## src/rtl/apb_slave_regfile.sv

```systemverilog
// APB3 completer with a NUM_REGS x DATA_W register file, programmable wait states,
// pslverr on misaligned/out-of-range accesses and a one-cycle write notification.
module apb_slave_regfile #(
    parameter int                ADDR_W      = 32,
    parameter int                DATA_W      = 32,
    parameter int                NUM_REGS    = 8,
    parameter logic [ADDR_W-1:0] BASE_ADDR   = '0,
    parameter int                WAIT_STATES = 0,
    localparam int               IDX_W       = (NUM_REGS > 1) ? $clog2(NUM_REGS) : 1
) (
    input  logic                       i_clk,
    input  logic                       i_rst_n,
    input  logic                       i_psel,
    input  logic                       i_penable,
    input  logic                       i_pwrite,
    input  logic [ADDR_W-1:0]          i_paddr,
    input  logic [DATA_W-1:0]          i_pwdata,
    output logic [DATA_W-1:0]          o_prdata,
    output logic                       o_pready,
    output logic                       o_pslverr,
    output logic                       o_wr_valid,
    output logic [IDX_W-1:0]           o_wr_addr,
    output logic [DATA_W-1:0]          o_wr_data,
    output logic [NUM_REGS*DATA_W-1:0] o_regs_flat
);

    localparam int          BYTES     = DATA_W / 8;
    localparam int          SHIFT     = $clog2(BYTES);
    localparam logic [3:0]  WS        = 4'(WAIT_STATES);
    localparam logic        ZERO_WAIT = (WAIT_STATES == 0);

    typedef enum logic {
        IDLE,
        ACCESS
    } state_t;

    state_t              r_state, w_state_nxt;
    logic                r_write, w_write_nxt;
    logic [IDX_W-1:0]    r_idx, w_idx_nxt;
    logic                r_err, w_err_nxt;
    logic [3:0]          r_cnt, w_cnt_nxt;
    logic                r_pready, w_pready_nxt;
    logic                r_pslverr, w_pslverr_nxt;
    logic [DATA_W-1:0]   r_prdata, w_prdata_nxt;
    logic                w_commit;
    logic                r_wr_valid;
    logic [IDX_W-1:0]    r_wr_addr;
    logic [DATA_W-1:0]   r_wr_data;
    logic [DATA_W-1:0]   r_regs [NUM_REGS];

    logic [ADDR_W-1:0]   w_off;
    logic [ADDR_W-1:0]   w_word;
    logic                w_err;
    logic [IDX_W-1:0]    w_idx;
    logic [DATA_W-1:0]   w_rd;

    // Offset wraps modulo 2^ADDR_W, so addresses below BASE_ADDR land far out of range.
    assign w_off  = i_paddr - BASE_ADDR;
    assign w_word = w_off >> SHIFT;
    assign w_err  = (|(w_off & ADDR_W'(BYTES - 1))) || (w_word >= ADDR_W'(NUM_REGS));
    assign w_idx  = w_word[IDX_W-1:0];
    assign w_rd   = w_err ? '0 : r_regs[w_idx];

    always_ff @(posedge i_clk or negedge i_rst_n) begin
        if (!i_rst_n) begin
            r_state <= IDLE;
        end else begin
            r_state <= w_state_nxt;
        end
    end

    always_comb begin
        w_state_nxt   = r_state;
        w_write_nxt   = r_write;
        w_idx_nxt     = r_idx;
        w_err_nxt     = r_err;
        w_cnt_nxt     = r_cnt;
        w_pready_nxt  = r_pready;
        w_pslverr_nxt = r_pslverr;
        w_prdata_nxt  = r_prdata;
        w_commit      = 1'b0;
        case (r_state)
            IDLE: begin
                if (i_psel && !i_penable) begin
                    w_write_nxt   = i_pwrite;
                    w_idx_nxt     = w_idx;
                    w_err_nxt     = w_err;
                    w_cnt_nxt     = WS;
                    w_pready_nxt  = ZERO_WAIT;
                    w_pslverr_nxt = w_err & ZERO_WAIT;
                    w_prdata_nxt  = i_pwrite ? '0 : w_rd;
                    w_state_nxt   = ACCESS;
                end
            end
            ACCESS: begin
                if (!i_psel || !i_penable) begin
                    w_pready_nxt  = 1'b0;
                    w_pslverr_nxt = 1'b0;
                    w_prdata_nxt  = '0;
                    w_state_nxt   = IDLE;
                end else if (r_pready) begin
                    w_commit      = r_write && !r_err;
                    w_pready_nxt  = 1'b0;
                    w_pslverr_nxt = 1'b0;
                    w_prdata_nxt  = '0;
                    w_state_nxt   = IDLE;
                end else begin
                    w_cnt_nxt = r_cnt - 4'd1;
                    if (r_cnt == 4'd1) begin
                        w_pready_nxt  = 1'b1;
                        w_pslverr_nxt = r_err;
                    end
                end
            end
            default: w_state_nxt = IDLE;
        endcase
    end

    always_ff @(posedge i_clk or negedge i_rst_n) begin
        if (!i_rst_n) begin
            r_write    <= 1'b0;
            r_idx      <= '0;
            r_err      <= 1'b0;
            r_cnt      <= '0;
            r_pready   <= 1'b0;
            r_pslverr  <= 1'b0;
            r_prdata   <= '0;
            r_wr_valid <= 1'b0;
            r_wr_addr  <= '0;
            r_wr_data  <= '0;
        end else begin
            r_write    <= w_write_nxt;
            r_idx      <= w_idx_nxt;
            r_err      <= w_err_nxt;
            r_cnt      <= w_cnt_nxt;
            r_pready   <= w_pready_nxt;
            r_pslverr  <= w_pslverr_nxt;
            r_prdata   <= w_prdata_nxt;
            r_wr_valid <= w_commit;
            if (w_commit) begin
                r_wr_addr <= r_idx;
                r_wr_data <= i_pwdata;
            end
        end
    end

    // Write data is sampled at the completion edge, not at setup.
    always_ff @(posedge i_clk or negedge i_rst_n) begin
        if (!i_rst_n) begin
            for (int i = 0; i < NUM_REGS; i++) begin
                r_regs[i] <= '0;
            end
        end else if (w_commit) begin
            r_regs[r_idx] <= i_pwdata;
        end
    end

    for (genvar gi = 0; gi < NUM_REGS; gi++) begin : g_flat
        assign o_regs_flat[gi*DATA_W +: DATA_W] = r_regs[gi];
    end

    assign o_prdata   = r_prdata;
    assign o_pready   = r_pready;
    assign o_pslverr  = r_pslverr;
    assign o_wr_valid = r_wr_valid;
    assign o_wr_addr  = r_wr_addr;
    assign o_wr_data  = r_wr_data;

endmodule

```

## config.mk

```make
export PLATFORM = sky130hd
export DESIGN_NAME = apb_slave_regfile
export DESIGN_NICKNAME = d
export VERILOG_FILES = /design/src/rtl/apb_slave_regfile.sv
export SDC_FILE = /design/constraint.sdc
export NUM_CORES = 1
export LEC_CHECK = 0
export CORE_ASPECT_RATIO = 1.1
export CORE_MARGIN = 2
export CORE_UTILIZATION = 40
export CTS_BUF_LIST = sky130_fd_sc_hd__clkbuf_2 sky130_fd_sc_hd__clkbuf_4 sky130_fd_sc_hd__clkbuf_8
export DETAILED_ROUTE_END_ITERATION = 8
export HOLD_SLACK_MARGIN = 0.12
export PLACE_DENSITY = 0.71
export SLEW_MARGIN = 30
export SYNTH_ARGS = -nofsm -noshare
export SYNTH_HDL_FRONTEND = slang
export SYNTH_SLANG_ARGS = --single-unit
```

## constraint.sdc

```tcl
create_clock -name i_clk -period 1.9 [get_ports i_clk]
set_clock_uncertainty 0.15 [all_clocks]
set_input_delay 0.38 -clock i_clk [delete_from_list [all_inputs] [get_ports i_clk]]
set_output_delay 0.38 -clock i_clk [all_outputs]
set_load 0.05 [all_outputs]
```

==> key figures, run 1 <==
Run status
  • Outcome: finished, violations left
  • Failing checks: negative setup slack

Power and ir drop
  • Seq pwr share: 48.3%
  • Leakage: 0.0105 uW
  • Logic pwr share: 7.8%
  • Switching power total: 3650 uW
  • Switching share of power: 24.1%
  • Clock Power Share: 43.9%
  • P per Cell Area: 725 nW/um^2
  • Int Pwr: 11,500 uW
  • Maximum VDD drop: 0.000502 V

Global route
  • GR peak layer: met2
  • Pin count of the biggest net entering global routing: 66
  • GR Util met3: 6.82%
  • Global-route met2 utilization: 39.9%
  • Met1 Use GR: 31.9%
  • Gr ovfl total: 0
  • First-pass GRT wire length: 68,600 um
  • GR Util All Layers: 24.3%
  • Antenna violations before repair: 0
  • Vias in the first global route: 10,500

Clock network
  • Clk root buf: clkbuf_8
  • Max clock buf depth: 3
  • CTS buffer count: 54
  • H-Tree Depth: 2
  • Worst skew pair latency: 0.59 ns
  • CTS tree: built
  • Clk sinks: 336
  • Clock-pin slew on the worst setup and hold paths: 0.06 ns

Floorplanning
  • Initial Util: 40.4%
  • # rows: 73
  • Die area: 37,900 um^2
  • Die Wd: 186 um
  • Core area: 36,000 um^2
  • I/O pin cnt: 395
  • Die Y: 204 um

Routing
  • Initial DRT Pass Iterations: 6
  • Post-DRT Antenna Nets: 0
  • Routed WL per cell: 24.8 um
  • Total routed wirelength: 47,300 um
  • Vias: 9,967
  • # DRC: 0
  • Avg Vias per Cell: 5.22
  • DR iter-0 viols: 593

STA
  • RSZ-0062 raised after global routing: true
  • Final period utilization: 111%
  • Setup TNS: -33.15 ns
  • Final Max Tran Viols: 0
  • Final setup violation count: 298
  • Final-report hold violation count: 0
  • Final worst slack: -0.201 ns
  • Headroom to the max-slew limit: 67.0%
  • Final Critical Period: 2.10 ns
  • Worst slew pin tran: 0.494 ns
  • Fmax: 476 MHz

Yosys
  • Fraction of registers with async set or reset after synthesis: 100%
  • Mapped cell area: 14,500 um^2
  • Synth Register Bits: 336
  • Yosys cell types: 38
  • Synthesized Nets: 977
  • Dominant synthesized flop cell: dfrtp_1
  • Synth Instances: 906
  • Total number of yosys warnings: 0
  • Avg Inst Size Synth: 16.0 um^2
  • Sequential share of the synthesized area: 57.9%
  • Number of flops mapped to enable cells by yosys: 0

Placement
  • Port bufs: 394
  • Placement Setup Slack: -0.859 ns
  • Routability cong.: 0.804
  • DP Cell Count: 1,789
  • Hpwl dp: 31,000 um

Layout
  • P&R area growth vs syn: 43.7%
  • Nets@finish: 1,449
  • Layout cell share with drive strength beyond 1: 61.9%
  • Filler cells: 2,917
  • Post-route insts no fill: 1,908
  • Commonest non-fill, non-tap cells in the layout: buf_4 (355), dfrtp_1 (335), mux2_2 (167)
  • Ant. Diodes: 0
  • Commonest non-fill, non-tap cell in the layout: buf_4

Worst setup path
  • Required @ worst endpoint: 2.22 ns
  • Critical path class: reg2reg
  • Critical Path AT: 2.42 ns
  • Startpoint types: flop
  • CP endpoint kind: flop
  • CP Max Fanout: 16

Worst hold path
  • Worst min path class: in2async

Flow run
  • Max_cap viols: 0
## cells in the mapped netlist, types with 9 or more instances
cell type  instances  area [um^2]
o21ai_0           31          155
buf_6             10          113
mux4_2            64         1440
dfrtp_1          336         8410
mux2_1             9          101
buf_2             19         95.1
mux2_2           286         3220
mux2i_1           32          320
nand2_1           35          131
clkbuf_1          13         48.8
## layer usage
| metal | vias up | share of wire, % |
|---|---|---|
| met1 | 5199 | 41 |
| li1 | 4303 | - |
| met4 | 0 | 2.0 |
| met5 | - | 0 |
| met3 | 64 | 8.0 |
| met2 | 401 | 49 |
## worst max-delay path: stages, from the launching register on
cell and delay [ns]:
dfrtp_1 0.35, nand4_1 0.13, nor3b_4 0.30, buf_4 0.18
and4bb_4 0.32, buf_12 0.23, mux2_4 0.31
## power groups by stage
stage                     clock network, uW  registers (uW)  logic (uW)
after floorplan                           0            7570         331
after global placement                    0            7430        1150
after detailed placement                  0            7440        1160
after CTS                              6790            7310        1170
after global routing                   7130            7320        1260
final                                  6650            7310        1180
## cell families (layout without fill, tap and decap cells)
family | count (synthesis) | in the layout | share of synthesized area, %
AO/OA/AOI/OAI | 40 | 40 | 1.45
XOR/XNOR | 2 | 2 | 0.121
adder cells (fa/ha/maj) | 2 | 2 | 0.172
buffers and inverters | 63 | 578 | 2.55
flip-flops | 336 | 336 | 57.9
multiplexers | 391 | 391 | 35.0
AND/OR/NAND/NOR | 72 | 72 | 2.87
## final timing paths
path / from / end / slack [ns] / cells past startpoint
setup / recovery: r_state$_DFF_PN0_ / o_regs_flat[141]$_DFFE_PN0P_ / -0.20 / 6
hold / removal: i_rst_n / o_wr_data[27]$_DFFE_PN0P_ / 0.17 / 2
setup reg to reg: r_state$_DFF_PN0_ / o_regs_flat[141]$_DFFE_PN0P_ / -0.20 / 6
hold reg to reg: o_prdata[13]$_DFFE_PN0P_ / o_prdata[13]$_DFFE_PN0P_ / 0.33 / 2
max in group asynchronous: i_rst_n / o_regs_flat[41]$_DFFE_PN0P_ / 0.68 / 3
min in group i_clk: i_paddr[3] / r_err$_DFFE_PN0P_ / 0.23 / 4
## final cells by class
cell class,count,area [um^2],share of cell area [%]
Inverter,3,11.3,0.0539
Tap cell,487,609,2.92
Timing Repair Buffer,476,4390,21.0
Clock buffer,94,1150,5.50
Clock inverter,5,30.0,0.144
Multi-Input combinational cell,507,6290,30.1
Sequential cell,336,8410,40.3
## what timing repair did
item / in CTS / in global routing
pin swaps: 1 / 2
endpoints found under the setup margin: 275 / 317
buffers inserted: 9 / 3
cloned: 5 / 5
hold endpoints to repair: 337 / 0
resized for setup: 53 / 39
hold buffers: 2 / 0
## registers in the layout, summed over array words and instances, names as in the netlist
signal / count
o_wr_valid: 1
r_state: 1
o_pslverr: 1
r_write: 1
o_pready: 1
o_regs_flat: 256
r_idx: 3
r_cnt: 4
o_prdata: 32
o_wr_data: 32
o_wr_addr: 3
r_err: 1
## through the flow
step	hold WS, ns	utilization [%]	cell area (um^2)	total power [uW]
2_1_floorplan	-0.0656	-	15000	7900
3_3_place_gp	0.189	53.1	19100	8590
3_5_place_dp	0.196	53.1	19100	8600
4_1_cts	0.138	57.6	20700	15300
5_1_grt	0.162	58.0	20900	15700
6_report	0.165	58.0	20900	15100
No activity file was read; power rests on OpenSTA's default activity.
==> inputs of run 2 (changes only) <==
CTS_CLUSTER_SIZE = 30   (was not set)
==> results of run 2 <==
The final DEF is identical to that of run 1; final timing and power are the same.
